**src/rtl/i2c_master_arbiter.sv**
```systemverilog
// Arbitrates NREQ clients onto one i2c_master: latches the winner's command, pulses start,
// then waits for read data (with timeout) or a fixed write time. Define I2C_ARB_RR_EN for round-robin.
module i2c_master_arbiter #(
    parameter int NREQ           = 4,
    parameter int WR_CYCLES      = 4000,
    parameter int TIMEOUT_CYCLES = 8000
) (
    input  logic               clk_i,
    input  logic               rst_i,
    input  logic [NREQ-1:0]    req_i,
    input  logic [NREQ*24-1:0] req_data_i,
    output logic [NREQ-1:0]    gnt_o,
    output logic [NREQ-1:0]    ack_o,
    output logic               err_o,
    output logic [7:0]         rdata_o,
    output logic               busy_o,
    output logic               ms_start_o,
    output logic [23:0]        ms_data_o,
    input  logic [7:0]         ms_rdata_i,
    input  logic               ms_rxdone_i
);

    localparam int MAXC = (WR_CYCLES > TIMEOUT_CYCLES) ? WR_CYCLES : TIMEOUT_CYCLES;
    localparam int CW   = $clog2(MAXC);
    localparam int IW   = (NREQ > 1) ? $clog2(NREQ) : 1;

    typedef enum logic [1:0] {
        ST_IDLE  = 2'd0,
        ST_START = 2'd1,
        ST_WAIT  = 2'd2,
        ST_DONE  = 2'd3
    } state_t;

    state_t              state_r, next_state_s;
    logic [NREQ-1:0]     gnt_r, gnt_s;
    logic [NREQ-1:0]     ack_r, ack_s;
    logic                err_r, err_s;
    logic [7:0]          rdata_r, rdata_s;
    logic                busy_r, busy_s;
    logic                ms_start_r, ms_start_s;
    logic [23:0]         ms_data_r, ms_data_s;
    logic [CW-1:0]       cnt_r, cnt_s;
    logic [IW-1:0]       win_r, win_s, pick_s;
    logic [IW-1:0]       ptr_s;

    // Lowest requesting index at or after 'start', wrapping; start = 0 gives fixed priority.
    function automatic logic [IW-1:0] pick_from(input logic [NREQ-1:0] req, input logic [IW-1:0] start);
        logic [IW-1:0] pick;
        logic          found;
        int            j;
        pick  = '0;
        found = 1'b0;
        for (int k = 0; k < NREQ; k++) begin
            j = (int'(start) + k) % NREQ;
            if (!found && req[j]) begin
                pick  = IW'(j);
                found = 1'b1;
            end
        end
        return pick;
    endfunction

`ifdef I2C_ARB_RR_EN
    logic [IW-1:0] ptr_r;

    // Round-robin pointer follows the last served requester.
    always_ff @(posedge clk_i) begin
        if (rst_i) begin
            ptr_r <= '0;
        end else if (state_r == ST_DONE) begin
            ptr_r <= win_r;
        end else begin
            ptr_r <= ptr_r;
        end
    end

    // Search begins one past the last winner.
    always_comb begin
        ptr_s = IW'((int'(ptr_r) + 1) % NREQ);
    end
`else
    // Fixed priority always searches from index 0.
    always_comb begin
        ptr_s = '0;
    end
`endif

    // Winner selection from the current request vector.
    always_comb begin
        pick_s = pick_from(req_i, ptr_s);
    end

    // State and registered outputs.
    always_ff @(posedge clk_i) begin
        if (rst_i) begin
            state_r    <= ST_IDLE;
            gnt_r      <= '0;
            ack_r      <= '0;
            err_r      <= 1'b0;
            rdata_r    <= 8'h00;
            busy_r     <= 1'b0;
            ms_start_r <= 1'b0;
            ms_data_r  <= 24'h000000;
            cnt_r      <= '0;
            win_r      <= '0;
        end else begin
            state_r    <= next_state_s;
            gnt_r      <= gnt_s;
            ack_r      <= ack_s;
            err_r      <= err_s;
            rdata_r    <= rdata_s;
            busy_r     <= busy_s;
            ms_start_r <= ms_start_s;
            ms_data_r  <= ms_data_s;
            cnt_r      <= cnt_s;
            win_r      <= win_s;
        end
    end

    // Next-state logic; rxdone only matters in WAIT on a read and beats the timeout.
    always_comb begin
        next_state_s = state_r;
        case (state_r)
            ST_IDLE: begin
                if (|req_i) next_state_s = ST_START;
                else        next_state_s = ST_IDLE;
            end
            ST_START: next_state_s = ST_WAIT;
            ST_WAIT: begin
                if (ms_data_r[16]) begin
                    if (ms_rxdone_i || (cnt_r == '0)) next_state_s = ST_DONE;
                    else                              next_state_s = ST_WAIT;
                end else begin
                    if (cnt_r == '0) next_state_s = ST_DONE;
                    else             next_state_s = ST_WAIT;
                end
            end
            ST_DONE: next_state_s = ST_IDLE;
            default: next_state_s = ST_IDLE;
        endcase
    end

    // Next values of the registered outputs, datapath and counter.
    always_comb begin
        gnt_s      = gnt_r;
        ack_s      = '0;
        err_s      = 1'b0;
        rdata_s    = rdata_r;
        ms_start_s = 1'b0;
        ms_data_s  = ms_data_r;
        cnt_s      = cnt_r;
        win_s      = win_r;
        busy_s     = (next_state_s != ST_IDLE);
        case (state_r)
            ST_IDLE: begin
                if (|req_i) begin
                    win_s      = pick_s;
                    gnt_s      = {{(NREQ-1){1'b0}}, 1'b1} << pick_s;
                    ms_data_s  = req_data_i[int'(pick_s)*24 +: 24];
                    ms_start_s = 1'b1;
                end else begin
                    gnt_s = '0;
                end
            end
            ST_START: begin
                if (ms_data_r[16]) cnt_s = CW'(TIMEOUT_CYCLES - 1);
                else               cnt_s = CW'(WR_CYCLES - 1);
            end
            ST_WAIT: begin
                if (ms_data_r[16] && ms_rxdone_i) begin
                    rdata_s = ms_rdata_i;
                    ack_s   = gnt_r;
                end else if (cnt_r == '0) begin
                    ack_s = gnt_r;
                    err_s = ms_data_r[16];
                end else begin
                    cnt_s = cnt_r - CW'(1);
                end
            end
            ST_DONE: begin
                gnt_s = '0;
            end
            default: begin
                gnt_s = '0;
            end
        endcase
    end

    assign gnt_o      = gnt_r;
    assign ack_o      = ack_r;
    assign err_o      = err_r;
    assign rdata_o    = rdata_r;
    assign busy_o     = busy_r;
    assign ms_start_o = ms_start_r;
    assign ms_data_o  = ms_data_r;

endmodule

```
**config.mk**
```make
export PLATFORM = sky130hd
export DESIGN_NAME = i2c_master_arbiter
export DESIGN_NICKNAME = d
export VERILOG_FILES = /design/src/rtl/i2c_master_arbiter.sv
export SDC_FILE = /design/constraint.sdc
export NUM_CORES = 1
export LEC_CHECK = 0
export CAP_MARGIN = 10
export CORE_AREA = 3 3 96 98
export CTS_CLUSTER_DIAMETER = 100
export CTS_CLUSTER_SIZE = 10
export DETAILED_ROUTE_END_ITERATION = 8
export DIE_AREA = 0 0 99 101
export GPL_TIMING_DRIVEN = 0
export HOLD_SLACK_MARGIN = 0.15
export PLACE_DENSITY = 0.75
export SLEW_MARGIN = 10
export SYNTH_ARGS = -nofsm -noshare
export SYNTH_HDL_FRONTEND = slang
export SYNTH_SLANG_ARGS = --single-unit
```
**constraint.sdc**
```tcl
create_clock -name clk_i -period 1.8 [get_ports clk_i]
set_input_delay 0.36 -clock clk_i [delete_from_list [all_inputs] [get_ports clk_i]]
set_output_delay 0.36 -clock clk_i [all_outputs]
set_load 0.02 [all_outputs]
```
==> results.md <==
- The flow ran to the end, and the final reports show no timing, DRC or antenna violations.
- The final max-slew violation count is 0.
- Among all stages on the critical path, the largest delay is contributed by sky130_fd_sc_hd__or4_4.
- The post-synthesis net count is around 470.
- The number of enable flip-flop cells after synthesis is 0.
- The endpoint class of the critical path is a flop.
- The first routing iteration left around 210 violations.
- For this run, the register share of the synthesized area comes to between 30% and 40%.
- For the pin with the worst max-slew slack, the measured transition is around 0.53 ns.
- The clock tree skew after final layout is 0.009824 ns.
- The path class of the tightest hold or removal check is reg2reg.
- Headroom to the max-slew limit came out at 64.40%.
- In the final routed layout, each cell accounts on average for 16.27 um.
- The Yosys step of the flow raised 0 warnings.
- The number of primary I/O pins is between 150 and 200.
- In this run the power density over the cells is around 1100 nW/um^2.
- After detailed placement, the total cell area comes to around 4700 sq um.
- At the end of routability-driven placement, the weighted congestion stood at approximately 0.86.
- For this run, design rule violations remaining after detail routing come to 0.
- The number of antenna diodes in the final layout is 0.
- Setup repair after global routing could not meet its margin everywhere.
- The worst-case IR drop observed on VDD is around 0.0005 V.
- The clock tree from TritonCTS is done.
- The overall overflow remaining after global route is 0.
- The startpoint identified for the worst register-to-register timing path is cnt_r[1].
- The buffer and inverter count on the worst path is 1.
- The clock net sink count is 58.
- The longest clock path from root to sink contains 2 buffers.
- The number of different library cells in the post-synthesis netlist is 47.
- The final hold violation count came to 0.
- The worst setup path is launched from a flop.
- The detailed placer's ending HPWL is between 7000 and 8000 um.
- The dominant delay contributor by cell family on the critical path is simple AND/OR/NAND/NOR gates.
- The first-pass detailed-route iteration total is 4.
- Counting flops with an async set or reset pin after synthesis yields a share of 0%.
- The count of antenna-violating nets left after detailed routing is 0.
- The number of H-tree branching levels is 3.
- The fraction of met2 tracks used by global routing is between 30% and 40%.
- With fillers left out, the area of the finished cells amounts to roughly 5200 sq um.
- The insertion delay of the later-clocked pin in the worst-skew pair is ~0.34 ns.
- Relative to the synthesized area, the layout overhead comes to 73.30%.
- The cell row count is 34.
- In this design, the stage delay of the slowest critical-path cell is between 0.5 and 0.6 ns.
- The final routed wirelength across all metal layers is roughly 10000 um.
- Of the cells placed in the final design, the portion with a size suffix greater than 1 is 19.92%.
- The CTS buffer count is 9.
- Summed over all cells, the static leakage comes to ~2 nW.
- Across the run, the number of max-cap violations was 0.
- STA puts the critical path data required time at 2.06 ns.
- After clock tree synthesis, the flow added hold-fix buffers numbering 0.
- The final critical path time including I/O delays and setup is ~1.8 ns.
- Buffers placed on the I/O ports in this run total around 150.
- The smallest hold slack is 0.4585 ns.
- The largest net degree at the start of global routing is 11.
- Static timing analysis puts the maximum clock frequency at 0.5650 GHz.
- Averaged over all synthesized cells, the footprint is ~8.6 sq um.
- Global routing used a little under a fifth of the available tracks.
- In this run the worst path has a maximum fanout of 6.
- The total via count in the routed design is 3356.
- Global routing used 5.329% of the available met3 tracks.
- The first global-routing pass estimated around 15000 um of wire.
- The layer carrying the most global-route usage is met2.
- For the final routed database, the setup TNS stands at 0 ns.
- The initial antenna violation count is 0.
- Synthesis produced a netlist whose cell count is approximately 350.
- The synthesized area is roughly 3000 sq um.
- The signal on the critical path passes through or4_4 > buf_6 > or2_4 > o21ai_2 > a21oi_2 > a311oi_2.
- The area of the die is around 10000 sq um.
- The clock root buffer is sky130_fd_sc_hd__clkbuf_8.
- The critical path startpoint is cnt_r[1].
- The mean number of vias per cell is around 5.3.
- The number of global-route vias before repair is 3189.
- Global routing used ~22% of the available met1 tracks.
- In this run the most critical hold path is launched from rdata_o[4].
- The floorplan core area is about 8600 sq um.
- The startpoint-to-endpoint class of the critical path is reg2reg.
- After layout, the worst path uses 98.33% of the clock period.
- The worst setup slack for register-to-register paths is 0.03 ns.
- The initial utilization of the core area, before any placement, comes to roughly a third.
- The final layout net count is about 640.
- The die width is slightly below 100 um.
- The flip-flop and latch count after synthesis is 58.
- The clock transition at the registers of the reported paths is around 0.06 ns.
- The most instantiated flip-flop cell in the synthesis netlist is sky130_fd_sc_hd__dfxtp_1.
- The setup-violating endpoint count in the final report is 0.
- The arrival time of the worst setup path is roughly 2.0 ns.
- Measured along the y axis, the die boundary spans roughly 100 um.
-- synth_stat cells (6+ instances only) --
master | count | area share (%)
sky130_fd_sc_hd__a21oi_1 | 44 | 7.3
sky130_fd_sc_hd__a221o_1 | 24 | 8.0
sky130_fd_sc_hd__a311oi_1 | 7 | 2.0
sky130_fd_sc_hd__and2_1 | 6 | 1.2
sky130_fd_sc_hd__buf_2 | 6 | 1.0
sky130_fd_sc_hd__clkbuf_1 | 20 | 2.5
sky130_fd_sc_hd__dfxtp_1 | 58 | 39
sky130_fd_sc_hd__ha_1 | 6 | 2.5
sky130_fd_sc_hd__mux2_2 | 23 | 8.6
sky130_fd_sc_hd__nand2_1 | 24 | 3.0
sky130_fd_sc_hd__nor2_1 | 40 | 5.0
sky130_fd_sc_hd__nor3_1 | 32 | 5.3
-- per-stage QoR --
stage / setup WS, ns / cells / util [%] / power [mW]
finish: 0.03014 / 630 / 61.06 / 5.668
global route: -0.04586 / 630 / 61.06 / 6.003
CTS: 0.001753 / 627 / 58.41 / 5.380
detailed placement: -0.7140 / 613 / 54.73 / 4.080
global placement: -0.7153 / 613 / 54.73 / 4.024
floorplan: 0.07741 / 352 / - / 3.191
-- power breakdown --
part	switching, mW	internal (mW)	total, mW
registers	0.266	1.55	1.82
clock network	0.507	0.694	1.20
logic	1.29	1.36	2.65
-- final timing paths --
check                                  end  depth (start not counted)
worst min register to register  rdata_o[4]                          2
worst max-delay path              cnt_r[9]                          6
worst max register to register    cnt_r[9]                          6
worst min-delay path            rdata_o[4]                          2
-- worst reg2reg max path, stage by stage, from the launching register on --
cell and delay [ns]:
sky130_fd_sc_hd__dfxtp_1 0.35, sky130_fd_sc_hd__or4_4 0.56, sky130_fd_sc_hd__buf_6 0.15, sky130_fd_sc_hd__or2_4 0.26
sky130_fd_sc_hd__o21ai_2 0.14, sky130_fd_sc_hd__a21oi_2 0.07, sky130_fd_sc_hd__a311oi_2 0.16
-- cell type report --
type / count / area [sq um]
Clock buffer: 11 / 151.4
Clock inverter: 3 / 40.04
Inverter: 4 / 15.01
Buffer: 26 / 193.9
Multi-Input combinational cell: 260 / 1886
Tap cell: 108 / 135.1
Sequential cell: 58 / 1167
Fill cell: 741 / 3329
Timing Repair Buffer: 160 / 1633
-- kinds of logic (layout without fill, tap and decap cells) --
kind of cell               Yosys count  in the layout  synth area share [%]
muxes                               24             24                 8.970
buffers and inverters               34            204                 4.983
adders and majority gates            6              6                 2.492
AOI/OAI and AO/OA                   95             95                 22.34
xor gates and xnor gates             1              1                0.2908
DFF                                 58             58                 38.54
and+or+nand+nor                    134            134                 22.38
-- per-layer routing --
metal	up-vias	wire, um
met3	14	759
li1	1638	-
met2	126	5250
met5	-	0
met4	0	166
met1	1578	4074
-- flip-flops by register name, indices dropped and copies added, names as in the netlist --
register,flops
ack_o,4
busy_o,1
cnt_r,13
err_o,1
gnt_o,4
ms_data_o,24
ms_start_o,1
rdata_o,8
state_r,2
-- timing repair --
action | CTS | global route
gates resized for setup | 39 | 43
cloned | 0 | 2
pin swaps | 2 | 12
setup buffers | 2 | 3
setup endpoints to repair | 53 | 53
-- cells in the final DEF, fill, tap and decap left out, types with 2 or more instances in the layout --
cell type and count:
sky130_fd_sc_hd__and2_4 3, sky130_fd_sc_hd__inv_2 3, sky130_fd_sc_hd__clkbuf_1 7, sky130_fd_sc_hd__a21oi_2 6, sky130_fd_sc_hd__buf_8 2, sky130_fd_sc_hd__dfxtp_2 2, sky130_fd_sc_hd__or4_4 3, sky130_fd_sc_hd__clkbuf_2 7
sky130_fd_sc_hd__a311oi_2 6, sky130_fd_sc_hd__nand2_1 24, sky130_fd_sc_hd__dfxtp_1 55, sky130_fd_sc_hd__dlygate4sd2_1 4, sky130_fd_sc_hd__a22oi_1 4, sky130_fd_sc_hd__and2_1 4, sky130_fd_sc_hd__ha_1 4, sky130_fd_sc_hd__nor3_1 31
sky130_fd_sc_hd__o22ai_1 2, sky130_fd_sc_hd__buf_4 5, sky130_fd_sc_hd__buf_6 6, sky130_fd_sc_hd__o21ai_0 5, sky130_fd_sc_hd__a21oi_1 38, sky130_fd_sc_hd__clkdlybuf4s50_1 148, sky130_fd_sc_hd__or2_4 2, sky130_fd_sc_hd__nor2_1 40
sky130_fd_sc_hd__nand2b_1 2, sky130_fd_sc_hd__nand3_1 4, sky130_fd_sc_hd__mux2_2 23, sky130_fd_sc_hd__clkbuf_16 2, sky130_fd_sc_hd__a311oi_1 2, sky130_fd_sc_hd__clkinv_2 2, sky130_fd_sc_hd__a221o_1 24, sky130_fd_sc_hd__clkbuf_8 13
sky130_fd_sc_hd__nor2b_1 4
No activity file was read; power rests on OpenSTA's default activity.
